File: src/rtl/cpu_pkg.sv
// Shared definitions for the 3-stage CPU: opcodes, fetch state encoding and
// default datapath widths used by the fetch stage and its PC register.
package cpu_pkg;

  localparam int ADDR_W_DEF = 4;
  localparam int DATA_W_DEF = 8;

  localparam logic [3:0] OP_LOAD = 4'h0;
  localparam logic [3:0] OP_ADD  = 4'h1;
  localparam logic [3:0] OP_SUB  = 4'h2;
  localparam logic [3:0] OP_AND  = 4'h3;
  localparam logic [3:0] OP_INP  = 4'h4;
  localparam logic [3:0] OP_OUT  = 4'h5;
  localparam logic [3:0] OP_JMP  = 4'h6;
  localparam logic [3:0] OP_HLT  = 4'hF;

  typedef enum logic [1:0] {
    FILL = 2'd0,
    RUN  = 2'd1,
    HALT = 2'd2
  } fetch_state_e;

  // Opcode lives in the top nibble of an 8-bit instruction.
  function automatic logic [3:0] opcodeOf(input logic [7:0] instr);
    return instr[7:4];
  endfunction

endpackage

File: src/rtl/instr_fetch_pc_reg.sv
// Program counter register for the fetch stage. Holds by default, increments
// or loads a new target, and also presents pc-1 so the fetch stage can
// re-request the instruction it is currently waiting on.
module pc_reg
  import cpu_pkg::*;
#(
  parameter int ADDR_W = ADDR_W_DEF
) (
  input  logic              clk,
  input  logic              rst,
  input  logic              inc,
  input  logic              load,
  input  logic [ADDR_W-1:0] loadVal,
  output logic [ADDR_W-1:0] pc,
  output logic [ADDR_W-1:0] pcMinus1
);

  logic [ADDR_W-1:0] pc_q;
  logic [ADDR_W-1:0] pc_d;

  // Next PC: a load (jump target) takes priority over a sequential increment.
  always_comb begin
    pc_d = pc_q;
    if (load) begin
      pc_d = loadVal;
    end else if (inc) begin
      pc_d = pc_q + ADDR_W'(1);
    end
  end

  // PC storage; reset restarts fetching from address zero.
  always_ff @(posedge clk or posedge rst) begin
    if (rst) begin
      pc_q <= '0;
    end else begin
      pc_q <= pc_d;
    end
  end

  assign pc       = pc_q;
  assign pcMinus1 = pc_q - ADDR_W'(1);

endmodule

File: src/rtl/instr_fetch.sv
// Fetch stage: addresses the synchronous program ROM, captures instructions
// into the IR for decode, holds under stall and stops on HLT.
// Optional macro INSTR_FETCH_JMP_EN makes opcode JMP redirect the PC to its
// operand (with a refill bubble) instead of forwarding it to decode.
module instr_fetch
  import cpu_pkg::*;
#(
  parameter int ADDR_W = ADDR_W_DEF,
  parameter int DATA_W = DATA_W_DEF
) (
  input  logic              clk,
  input  logic              rst,
  output logic [ADDR_W-1:0] imem_addr,
  input  logic [DATA_W-1:0] imem_data,
  input  logic              stall,
  output logic [DATA_W-1:0] ir,
  output logic              ir_valid,
  output logic [ADDR_W-1:0] ir_pc,
  output logic              halted
);

  fetch_state_e      state_q;
  logic [DATA_W-1:0] ir_q;
  logic              irValid_q;
  logic [ADDR_W-1:0] irPc_q;
  logic              halted_q;

  logic [ADDR_W-1:0] pc;
  logic [ADDR_W-1:0] pcMinus1;
  logic [3:0]        opcode;
  logic              advance;
  logic              isHlt;
  logic              isJmp;
  logic              pcInc;
  logic              pcLoad;

  assign opcode  = imem_data[DATA_W-1:DATA_W-4];
  assign advance = (state_q == RUN) && !stall;
  assign isHlt   = (opcode == OP_HLT);
`ifdef INSTR_FETCH_JMP_EN
  assign isJmp   = (opcode == OP_JMP);
`else
  assign isJmp   = 1'b0;
`endif

  // PC moves on every FILL edge and on every ordinary advance; HLT freezes it.
  assign pcInc  = (state_q == FILL) || (advance && !isHlt && !isJmp);
  assign pcLoad = advance && isJmp;

  pc_reg #(
    .ADDR_W(ADDR_W)
  ) u_pc_reg (
    .clk     (clk),
    .rst     (rst),
    .inc     (pcInc),
    .load    (pcLoad),
    .loadVal (imem_data[ADDR_W-1:0]),
    .pc      (pc),
    .pcMinus1(pcMinus1)
  );

  // While stalled in RUN, re-request pc-1 so the ROM output stays valid for the release cycle.
  always_comb begin
    imem_addr = pc;
    if ((state_q == RUN) && stall) begin
      imem_addr = pcMinus1;
    end
  end

  // Fetch FSM with registered IR, valid, fetch address and halt flag.
  always_ff @(posedge clk or posedge rst) begin
    if (rst) begin
      state_q   <= FILL;
      ir_q      <= '0;
      irValid_q <= 1'b0;
      irPc_q    <= '0;
      halted_q  <= 1'b0;
    end else begin
      case (state_q)
        FILL: begin
          state_q <= RUN;
        end
        RUN: begin
          if (!stall) begin
            if (isHlt) begin
              irValid_q <= 1'b0;
              halted_q  <= 1'b1;
              state_q   <= HALT;
            end else if (isJmp) begin
              irValid_q <= 1'b0;
              state_q   <= FILL;
            end else begin
              ir_q      <= imem_data;
              irPc_q    <= pcMinus1;
              irValid_q <= 1'b1;
            end
          end
        end
        HALT: begin
          state_q <= HALT;
        end
        default: begin
          state_q <= FILL;
        end
      endcase
    end
  end

  assign ir       = ir_q;
  assign ir_valid = irValid_q;
  assign ir_pc    = irPc_q;
  assign halted   = halted_q;

endmodule

File: config.mk
export PLATFORM = sky130hd
export DESIGN_NAME = instr_fetch
export DESIGN_NICKNAME = d
export VERILOG_FILES = /design/src/rtl/cpu_pkg.sv /design/src/rtl/instr_fetch_pc_reg.sv /design/src/rtl/instr_fetch.sv
export SDC_FILE = /design/constraint.sdc
export NUM_CORES = 1
export LEC_CHECK = 0
export BUFFER_PORTS_ARGS = -buffer_cell sky130_fd_sc_hd__buf_4
export CAP_MARGIN = 5
export CORE_MARGIN = 5
export CORE_UTILIZATION = 40
export DETAILED_ROUTE_END_ITERATION = 10
export PLACE_DENSITY = 0.63
export SLEW_MARGIN = 15
export SYNTH_ARGS = -nofsm -noshare
export SYNTH_HDL_FRONTEND = slang
export SYNTH_HIERARCHICAL = 1
export SYNTH_SLANG_ARGS = --single-unit
File: constraint.sdc
create_clock -name clk -period 1.9 [get_ports clk]
set_clock_uncertainty 0.1 [all_clocks]
set_input_delay 0.285 -clock clk [delete_from_list [all_inputs] [get_ports clk]]
set_output_delay 0.285 -clock clk [all_outputs]
set_load 0.03 [all_outputs]
# After elaboration in Yosys (flattened, before gate mapping)
# Index checks and enable logic that the tools add are counted.
# word_totals
reg_bits,20
out_inout_bits,18
inputBits,11
word_cells,31
# classes
reduce_logical,11
muxes,5
n_eq_ne,5
n_bitwise,2
n_addsub,2
# op_table
op,count
one-hot mux 2 bit (3 select lines),1
AND reduction 3 bit,2
"adder 4 x 1 -> 4 bit, second input constant",1
"== test 4 bit, second input constant",1
two-way mux 2 bit,2
two-way mux 4 bit,1
"inequality test 2 bit, second input constant",2
AND reduction 2 bit,2
"subtractor 4 x 1 -> 4 bit, second input constant",1
logical AND 1 bit,3
"== test 2 x 1 -> 1 bit, second input constant",1
"== test 2 bit, second input constant",1
logical NOT 1 bit,2
logical NOT 2 bit,1
NOT 1 bit,2
logical OR 1 bit,1
two-way mux 1 bit,1

# Depth between registers and ports, before layout
# Gate-level depths: netlist of the first run.
# depth
word_depth,4
mapped_depth,7
mapped_depth_nobuf,7

# Modules after synthesis
# Netlist of the first run, hierarchy kept.
# modules_own_cells
mod,area_per_inst_um2,seq_area_each_um2,n_inst,cells_each
instr_fetch,777.0,400.4,1,53
pc_reg,246.5,100.1,1,26

# Least setup slack after synthesis of the first run
# Ideal clock, no wire load.
# synth_timing
kind,register to output
from,reg u_pc_reg.pc_q[0] (netlist: u_pc_reg/pc[0])
to,out imem_addr[2]
setup_slack_ps,265
stages_incl_launch_ff,5
t_arrival_ps,1250
cell_sequence,dfrtp_1 -> inv_1 -> ha_1 -> xor2_1 -> mux2_1
# synth_between
elab_chain_len,2
# synth_rtl
item,line,source
from (decl),instr_fetch_pc_reg.sv:18,logic [ADDR_W-1:0] pc_q;
from (signal assigned),instr_fetch_pc_reg.sv:36,pc_q <= pc_d;
subtractor 4 x 1 -> 4 bit,instr_fetch_pc_reg.sv:41,assign pcMinus1 = pc_q - ADDR_W'(1);
via pcMinus1[2],instr_fetch.sv:29,logic [ADDR_W-1:0] pcMinus1;
two-way mux 4 bit,instr_fetch.sv:65,if ((state_q == RUN) && stall) begin
to (decl),instr_fetch.sv:13,"output logic [ADDR_W-1:0] imem_addr,"
# The timed path passes the listed nets, and every way through them passes these cells.

# Final worst setup path of the first run
# Ends and elaborated chain as after synthesis.

==> results of run 1 <==
## power groups by stage
stage	Clock, W	Combinational, W	Sequential (W)
CTS	0.000202	0.00163	0.000767
floorplan	0	0.000639	0.00106
detailed placement	0	0.00139	0.000779
global route	0.000222	0.00185	0.000791
global placement	0	0.00137	0.000772
finish	0.000196	0.00172	0.000767
## routing by layer
metal,vias to the layer above,track usage [%],share of wire (%)
met5,-,0,0
li1,359,-,-
met2,18,22.3,48
met4,0,5.57,1.8
met1,337,16.7,45
met3,4,2.77,5.4
## repair_timing
item | in CTS | in global routing
setup endpoints to repair | 4 | 5
endpoints found under the hold margin | 10 | 0
pin swaps | 3 | 3
buffers inserted | 7 | 4
resized for setup | 18 | 4
cloned | 0 | 0
hold buffers | 1 | 0
## worst max-delay path by stage
stage / start / to / slack (ps) / cells past startpoint
4_1_cts: u_pc_reg/pc[0]$_DFFE_PP0P_ / imem_addr[2] / -10 / 5
6_report: u_pc_reg/pc[0]$_DFFE_PP0P_ / imem_addr[2] / -10 / 5
5_1_grt: u_pc_reg/pc[0]$_DFFE_PP0P_ / imem_addr[2] / -70 / 5
3_3_place_gp: u_pc_reg/pc[0]$_DFFE_PP0P_ / imem_addr[2] / 130 / 5
3_5_place_dp: u_pc_reg/pc[0]$_DFFE_PP0P_ / imem_addr[2] / 130 / 5
2_1_floorplan: u_pc_reg/pc[0]$_DFFE_PP0P_ / imem_addr[2] / 260 / 4
## final cells by class
class,instances,share of cell area (%)
well taps,30,2.51
inverters,8,2.01
repair buffers,41,22.6
flip-flops and latches,20,33.6
clock buffers,3,1.51
multi-input cells,56,37.8
## cells in the final DEF, fill, tap and decap left out, types with 2 or more instances in the layout
cell type and count:
xnor2_1 2, ha_1 3, mux2_4 12, buf_4 35, buf_6 4, mux2_1 4, o21ai_0 4, inv_2 4
nand2_1 5, xor2_1 2, ha_4 2, inv_1 4, dfrtp_1 19, conb_1 7, o22a_1 2, clkbuf_4 3
## cell families after synthesis
family	synth area share [%]
compound gates	5.14
xor+xnor	4.28
fa+ha+maj	6.11
buf+inv	4.03
flops	48.9
mux	22.6
other cells	0.366
simple gates	8.56
## per-stage QoR
stage	setup TNS (ps)	setup WS, ps	hold WS, ps	utilization [%]	cell area (um2)
after CTS	-12.2	-12.2	110	59.0	1450
after global routing	-133	-69.7	107	60.9	1490
after detailed placement	0	130	83.9	53.1	1300
final	-10.9	-10.9	118	60.9	1490
after global placement	0	131	82.9	53.1	1300
after floorplan	0	265	-48.9	-	1050
==> results.tsv, run 1 <==
stage	metric	value	unit
die	core_area	2450	um2
worst_hold_path	min_path_type	input port to flop	
clock_network	cts-root-buf	clkbuf_4	
timing	fin_crit	1910	ps
power_and_ir_drop	p_comb_share	64.1	%
global_route	grt_overflow	0	
worst_setup_path	cp.required	1510	ps
logic_synthesis	netlist_area	1020	um2
die	fp-row-count	18	
power_and_ir_drop	clockPowerShare	7.3	%
worst_setup_path	regToRegEndpoint	u_pc_reg/pc[3]$_DFFE_PP0P_	
timing	fmax	523	MHz
die	die_area	3670	um2
logic_synthesis	synth.avg_cell_area	13.0	um2
power_and_ir_drop	netSwitchingPower	0.00111	W
clock_network	clkTransAtPathRegs	110	ps
global_route	grt_pass1_wl	3610	um
logic_synthesis	yosysSeqAreaShare	48.9	%
worst_hold_path	worstHoldEndpoint	ir[2]$_DFFE_PP0P_	
logic_synthesis	yosysUniqueCellTypes	23	
logic_synthesis	yosys-top-cells-count	dfrtp_1 (20), inv_1 (8), mux2_1 (8), mux2_4 (8), nand2_1 (6)	
worst_setup_path	r2r_cells	8	
run_status	status	finished, violations left	
timing	tightestPinTransition	650	ps
worst_setup_path	cp-end-kind	output port	
logic_synthesis	synth_edf_count	0	
die	boundaryPins	29	
worst_setup_path	cp_max_fo	4	
detailed_routing	first_pass_iters	4	
global_route	grt_usage	13.3	%
worst_setup_path	crit_path_max_incr_delay	430	ps
global_route	grt_pass1_vias	799	
power_and_ir_drop	powerDensity	1800	nW/um2
worst_hold_path	hold_depth	2	
power_and_ir_drop	power.internal	0.00157	W
timing	rsz0062_at_grt	yes	
job	maxCapViolCount	0	
logic_synthesis	ys_ff_latch	20	
finish	num-fill-cells	187	
timing	report.final.slew_viol_count	0	
timing	setup_ws	-10.9	ps
worst_setup_path	path_class	flop to output port	
clock_network	clock-sinks	20	
detailed_routing	wirelength	2140	um
worst_setup_path	reg2reg_slack	120	ps
logic_synthesis	synth_flop_cell	dfrtp_1	
worst_hold_path	min-delay-start	imem_data[2]	
worst_setup_path	worst_ep_arrival_time	1530	ps
power_and_ir_drop	power	0.00268	W
clock_network	cts_tree	done	
clock_network	cts_max_path_buffers	2	
detailed_routing	drtAntennaViolNets	0	
logic_synthesis	netlist.area_leader.share	48.9	%
finish	drive_above_1_share	53.9	%
finish	syn_to_final_growth	46.0	%
logic_synthesis	synth_area_leaders	dfrtp_1 (49%), mux2_4 (12%), mux2_1 (8.8%), ha_1 (6.1%), inv_1 (2.9%)	
finish	multi_input_area	564	um2
detailed_routing	first_iter_violations	7	
logic_synthesis	yosysWarnings	6	
finish	regArea	502	um2
worst_setup_path	cpLargestDelayFamily	flip-flops	
clock_network	cts_max_level	1	
run_status	violations	setup timing	
global_route	antenna_found_initial	0	
detailed_routing	wl_per_cell	13.6	um
finish	layout.nets	146	
worst_setup_path	cp.buffers_inverters	2	
timing	relSlewSlack	56.6	%
power_and_ir_drop	switching_share	41.6	%
global_route	grt_max_degree	17	
power_and_ir_drop	seqPwrFrac	28.6	%
clock_network	clkLatencyLatePin	300	ps
worst_setup_path	rr_startpoint	state_q[1]$_DFFE_PP0P_	
timing	finalHoldViolCount	0	
logic_synthesis	synthCells	79	
worst_setup_path	cpMaxStageDelayCell	dfrtp_1	
logic_synthesis	yosysMostFrequentCell	dfrtp_1	
place	numPortBuffers	28	
worst_setup_path	crit_chain	inv_2 -> ha_4 -> xor2_2 -> mux2_4 -> buf_6	
die	die_w	60.6	um
power_and_ir_drop	ir_worst_vdd	951	uV
worst_setup_path	crit_path_start_kind	flop	
detailed_routing	drc	0	
timing	finalCritPeriodShare	101	%
die	die_y	60.6	um
clock_network	cts-buffers-inserted	3	
logic_synthesis	yosysTopAreaCell	dfrtp_1	
detailed_routing	viasPerCell	4.54	
finish	largest_register_ffs	8	
place	hpwl	1570	um
detailed_routing	num_vias	718	
timing	report.final.setup_viol	1	
place	gp_congestion	0.660	
place	place_inst	143	
finish	n_antenna_cell	0	
power_and_ir_drop	p_leak	0.753	nW
die	initial_core_util	41.7	%
logic_synthesis	synth-async-reset-ratio	100	%
finish	finalNonFillerCells	158	
(Power assumes the default switching activity.)
==> run 2: changes to the inputs <==
CORE_UTILIZATION = 35   (was 40)
PLACE_DENSITY = 0.56   (was 0.63)
==> run 2 against run 1 <==
Net effect:
- the run still ends with setup timing left
- clock power rose by 75%
- utilization fell by 6.1 points
- first-iteration DRC count grew 140%
- die area up 12%
- largest cell class unchanged
- highest routed layer unchanged
==> results.tsv, run 2 (same netlist as run 1, synthesis figures left out) <==
stage	metric	value	unit
timing	tightestPinTransition	645	ps
timing	setup_ws	-15.2	ps
global_route	antenna_found_initial	0	
clock_network	clock-sinks	20	
detailed_routing	met3_length	182	um
power_and_ir_drop	switching_share	39.9	%
die	initial_core_util	36.8	%
clock_network	cts-buffers-inserted	3	
finish	most-common-layout-cells	buf_4 (36), dfrtp_1 (18), mux2_4 (12)	
die	die_area	4110	um2
global_route	grt_pass1_wl	3820	um
detailed_routing	viasPerCell	4.72	
run_status	violations	setup timing	
die	boundaryPins	29	
place	place_inst	145	
job	maxCapViolCount	0	
timing	finalCritPeriodShare	101	%
detailed_routing	wl_met1	943	um
place	hpwl	1630	um
power_and_ir_drop	powerDensity	1860	nW/um2
detailed_routing	first_pass_iters	4	
worst_setup_path	cp-end-kind	output port	
global_route	grt_max_degree	17	
finish	drive_above_1_share	55.0	%
worst_setup_path	reg2reg_slack	120	ps
worst_setup_path	regToRegEndpoint	ir[3]$_DFFE_PP0P_	
worst_hold_path	worstHoldEndpoint	ir[1]$_DFFE_PP0P_	
finish	finalNonFillerCells	160	
clock_network	clkTransAtPathRegs	110	ps
clock_network	cts_max_level	1	
detailed_routing	wl_per_cell	13.8	um
detailed_routing	drc	0	
die	die_w	64.1	um
detailed_routing	wirelength	2220	um
worst_setup_path	crit_path_start_kind	flop	
die	fp-row-count	19	
finish	layout.nets	146	
worst_setup_path	rr_startpoint	state_q[1]$_DFFE_PP0P_	
detailed_routing	first_iter_violations	17	
finish	final_common_cell	buf_4	
worst_setup_path	r2r_cells	7	
timing	rsz0062_at_grt	yes	
detailed_routing	drtAntennaViolNets	0	
detailed_routing	maxUsedRoutingLayer	met4	
power_and_ir_drop	p_comb_share	60.2	%
finish	largest_register_ffs	8	
power_and_ir_drop	ir_worst_vdd	1360	uV
worst_setup_path	path_class	flop to output port	
timing	fmax	522	MHz
detailed_routing	wl_met2	1060	um
worst_hold_path	hold_depth	2	
worst_setup_path	cp.required	1510	ps
run_status	status	finished, violations left	
finish	final_area	1520	um2
place	postPlaceCellArea	1300	um2
timing	report.final.slew_viol_count	0	
detailed_routing	num_vias	755	
place	numPortBuffers	28	
place	gp_congestion	0.771	
global_route	grt_usage	11.6	%
power_and_ir_drop	netSwitchingPower	0.00113	W
die	die_y	64.1	um
power_and_ir_drop	seqPwrFrac	27.6	%
timing	relSlewSlack	56.9	%
clock_network	cts-root-buf	clkbuf_4	
timing	finalHoldViolCount	0	
clock_network	clkLatencyLatePin	300	ps
worst_setup_path	worst_ep_arrival_time	1530	ps
global_route	grt_overflow	0	
clock_network	cts_tree	done	
power_and_ir_drop	p_leak	0.770	nW
power_and_ir_drop	clockPowerShare	12.1	%
timing	fin_crit	1920	ps
worst_setup_path	cp_max_fo	4	
timing	report.final.setup_viol	1	
finish	n_antenna_cell	0	
power_and_ir_drop	power.internal	0.00170	W
global_route	grt_pass1_vias	822	
finish	syn_to_final_growth	48.9	%
worst_hold_path	min-delay-start	imem_data[1]	
clock_network	cts_max_path_buffers	2	
worst_hold_path	min_path_type	input port to flop	
die	core_area	2780	um2
==> run 2: layout make-up <==
| type | instances | area (um2) |
|---|---|---|
| clock buffer | 3 | 22.5 |
| sequential | 20 | 503 |
| tap | 31 | 38.8 |
| clock inverter | 1 | 30.0 |
| fill | 257 | 1260 |
| multi-input combinational | 56 | 572 |
| timing repair buffer | 41 | 325 |
| inverter | 8 | 32.5 |
==> run 2: repair_timing <==
| item | 4_1_cts | 5_1_grt |
|---|---|---|
| endpoints found under the setup margin | 4 | 5 |
| hold buffers | 1 | 0 |
| resized for setup | 16 | 8 |
| gates cloned | 0 | 0 |
| buffers inserted | 8 | 2 |
| pin swaps | 1 | 2 |
| endpoints found under the hold margin | 20 | 0 |
==> run 2: worst max path at each step <==
stage / start / to / slack [ps] / cells after the start
floorplan: u_pc_reg/pc[0]$_DFFE_PP0P_ / imem_addr[2] / 260 / 4
global placement: u_pc_reg/pc[0]$_DFFE_PP0P_ / imem_addr[2] / 140 / 5
detailed placement: u_pc_reg/pc[0]$_DFFE_PP0P_ / imem_addr[2] / 130 / 5
CTS: u_pc_reg/pc[0]$_DFFE_PP0P_ / imem_addr[2] / -7 / 5
global route: u_pc_reg/pc[0]$_DFFE_PP0P_ / imem_addr[2] / -60 / 5
finish: u_pc_reg/pc[0]$_DFFE_PP0P_ / imem_addr[2] / -20 / 5
==> run 2: through the flow <==
step | power (W) | util (%) | setup TNS, ps | hold WS (ps) | setup slack [ps]
floorplan | 0.00170 | - | 0 | -48.9 | 265
global placement | 0.00214 | 46.7 | 0 | 89.4 | 135
detailed placement | 0.00216 | 46.7 | 0 | 98.1 | 129
CTS | 0.00274 | 53.2 | -7.35 | 105 | -7.35
global route | 0.00301 | 54.8 | -165 | 109 | -59.7
finish | 0.00283 | 54.8 | -15.2 | 114 | -15.2
==> run 2: per-layer routing <==
layer | vias up | track usage, %
met1 | 364 | 13.8
met5 | - | 0
met4 | 0 | 3.38
met3 | 4 | 5.60
met2 | 27 | 18.3
li1 | 360 | -
==> run 2: worst max-delay path: stages (launching register included) <==
cell and delay (ps):
dfrtp_2 430, inv_4 50, ha_4 160, xor2_2 170, mux2_4 280, buf_6 140
==> run 2: power by group through the flow <==
stage | registers [W] | logic [W] | clock network, W
after floorplan | 0.00106 | 0.000639 | 0
after global placement | 0.000772 | 0.00136 | 0
after detailed placement | 0.000784 | 0.00138 | 0
after CTS | 0.000775 | 0.00162 | 0.000352
after global routing | 0.000811 | 0.00183 | 0.000365
final | 0.000781 | 0.00170 | 0.000343
==> run 3: changes to the inputs <==
ABC_AREA = 1   (was unset)
==> run 3 against run 2 <==
Net effect:
- largest cell class unchanged
- synthesized cell count is 62% higher
- worst hold slack better by 0.55 ps
- critical path type unchanged
- die area is 2.5% higher
- non-clock buffer count is 4 lower
- the run now ends clean
- highest routed layer unchanged
- cell count is 28% higher
- critical path depth is 1 higher
- via count is 21% higher
- design area is 4.7% lower
- sequential power is 0.8% lower
- critical endpoint unchanged
==> results.tsv, run 3 <==
stage	metric	value	unit
global_route	antenna_found_initial	0	
timing	report.final.setup_viol	0	
finish	regArea	504	um2
worst_hold_path	min_path_type	input port to flop	
finish	utilization	48.8	%
place	hpwl	1790	um
finish	layout.nets	189	
clock_network	cts-root-buf	clkbuf_4	
timing	report.final.slew_viol_count	0	
clock_network	cts_tree	done	
clock_network	clkLatencyLatePin	300	ps
place	post-place-ws	203	ps
logic_synthesis	yosysUniqueCellTypes	23	
logic_synthesis	synth_edf_count	0	
logic_synthesis	ys_ff_latch	20	
worst_setup_path	cp_max_fo	4	
die	initial_core_util	35.4	%
die	fp-row-count	20	
finish	syn_to_final_growth	37.9	%
finish	most-common-layout-cells	nand2_1 (43), buf_4 (36), dfrtp_1 (17)	
place	gp_congestion	0.793	
timing	relSlewSlack	56.5	%
logic_synthesis	yosysSeqAreaShare	47.5	%
detailed_routing	drc	0	
logic_synthesis	yosys-top-cells-count	nand2_1 (44), dfrtp_1 (20), inv_1 (17), nand3_1 (12)	
timing	fin_tns_setup	0	ps
worst_setup_path	crit_path_start_kind	flop	
worst_setup_path	worst_ep_arrival_time	1470	ps
power_and_ir_drop	powerDensity	1820	nW/um2
place	numPortBuffers	28	
detailed_routing	num_vias	911	
finish	multi_input_area	523	um2
logic_synthesis	netlist.area_leader.share	47.5	%
logic_synthesis	synthCells	128	
power_and_ir_drop	power	0.00264	W
timing	finalCritPeriodShare	97.6	%
detailed_routing	first_pass_iters	4	
worst_setup_path	cp.required	1510	ps
job	maxCapViolCount	0	
worst_setup_path	cp-end-kind	output port	
timing	setup_ws	45.3	ps
logic_synthesis	yosysMostFrequentCell	nand2_1	
timing	fin_crit	1850	ps
run_status	status	finished clean	
detailed_routing	drtAntennaViolNets	0	
timing	tightestPinTransition	652	ps
timing	fin_hold_ws	114	ps
detailed_routing	viasPerCell	4.44	
finish	largest_register_ffs	8	
clock_network	clock-sinks	20	
clock_network	cts_max_level	1	
logic_synthesis	synth-async-reset-ratio	100	%
clock_network	clkTransAtPathRegs	120	ps
clock_network	cts-buffers-inserted	3	
die	die_w	64.9	um
logic_synthesis	netlist_area	1050	um2
clock_network	cts_max_path_buffers	2	
power_and_ir_drop	ir_worst_vdd	848	uV
die	boundaryPins	29	
finish	num-fill-cells	300	
power_and_ir_drop	p_leak	0.790	nW
finish	n_antenna_cell	0	
finish	drive_above_1_share	33.7	%
die	core_area	2980	um2
global_route	grt_max_degree	17	
timing	finalHoldViolCount	0	
global_route	grt_overflow	0	
global_route	grt_pass1_vias	902	
timing	fmax	539	MHz
logic_synthesis	synth.avg_cell_area	8.23	um2
logic_synthesis	synth_flop_cell	dfrtp_1	
global_route	grt_pass1_wl	3810	um
detailed_routing	wirelength	2470	um
timing	rsz0062_at_grt	yes	
die	die_y	64.9	um
detailed_routing	first_iter_violations	44	
finish	final_common_cell	nand2_1	
logic_synthesis	yosysWarnings	6	
die	die_area	4210	um2
detailed_routing	wl_per_cell	12.1	um
logic_synthesis	yosysTopAreaCell	dfrtp_1	
logic_synthesis	synth_area_leaders	dfrtp_1 (48%), nand2_1 (16%), inv_1 (6.1%), ha_1 (5.9%), nand3_1 (5.7%)	
global_route	grt_usage	11.6	%
worst_setup_path	path_class	flop to output port	
run 3: changes by cell type after synthesis, sizes merged, moves of 2 or more:
| cell | change |
|---|---|
| nand2b | -2 |
| o21ai | +7 |
| o211ai | +2 |
| nand2 | +39 |
| inv | +10 |
| nand3 | +12 |
| nor2 | +5 |
| mux2 | -17 |
| o22a | -2 |
run 3: power by group:
group | internal [W] | total, W | switching, W
clock | 0.000117 | 0.000251 | 0.000134
combinational | 0.000643 | 0.00161 | 0.000970
sequential | 0.000634 | 0.000775 | 0.000140
run 3: what timing repair did:
action / CTS / global route
resized for setup: 4 / 10
endpoints found under the setup margin: 4 / 4
endpoints found under the hold margin: 4 / 0
hold buffers: 1 / 0
buffers inserted: 1 / 6
cloned: 0 / 0
pin swaps: 1 / 4
run 3: stage by stage:
step / area (um2) / std cells
after floorplan: 1070 / 133
after global placement: 1310 / 193
after detailed placement: 1310 / 193
after CTS: 1370 / 199
after global routing: 1450 / 205
final: 1450 / 205
run 3: worst max-delay path, stage by stage (launching register included):
cell and delay, ps:
dfrtp_2 450, inv_2 80, ha_4 130, xor2_1 140, inv_1 80, o21ai_1 120
buf_4 170
run 3: area by class of cell:
| cell class | count | area share, % |
|---|---|---|
| clock buffers | 4 | 2.50 |
| well taps | 33 | 2.84 |
| inverters | 18 | 4.65 |
| repair buffers | 37 | 19.3 |
| multi-input cells | 93 | 36.0 |
| flip-flops and latches | 20 | 34.7 |
run 3: logic make-up after synthesis:
| family | count (synthesis) | synth area share, % |
|---|---|---|
| compound gates | 16 | 9.62 |
| xor+xnor | 3 | 2.49 |
| fa+ha+maj | 5 | 5.94 |
| buf+inv | 20 | 8.31 |
| flops | 20 | 47.5 |
| other cells | 1 | 0.356 |
| simple gates | 63 | 25.8 |
run 3: final timing paths:
| path | depth (start not counted) | startpoint | endpoint | slack [ps] |
|---|---|---|---|---|
| worst max-delay path | 6 | u_pc_reg/pc[1]$_DFFE_PP0P_ | imem_addr[2] | 50 |
| worst max register to register | 8 | state_q[0]$_DFFE_PP0P_ | u_pc_reg/pc[2]$_DFFE_PP0P_ | 360 |
| max in group asynchronous | 3 | rst | ir[7]$_DFFE_PP0P_ | 760 |
| min in group asynchronous | 3 | rst | u_pc_reg/pc[3]$_DFFE_PP0P_ | 310 |
| worst min-delay path | 3 | imem_data[5] | ir[5]$_DFFE_PP0P_ | 110 |
| worst min register to register | 1 | halted$_DFFE_PP0P_ | halted$_DFFE_PP0P_ | 380 |
run 3: routing by layer:
metal	share of wire [%]	vias to the layer above	global-route usage (%)
li1	-	483	-
met2	50	16	19.7
met1	46	410	14.3
met5	0	-	0
met3	3.9	2	2.77
met4	0.57	0	3.96
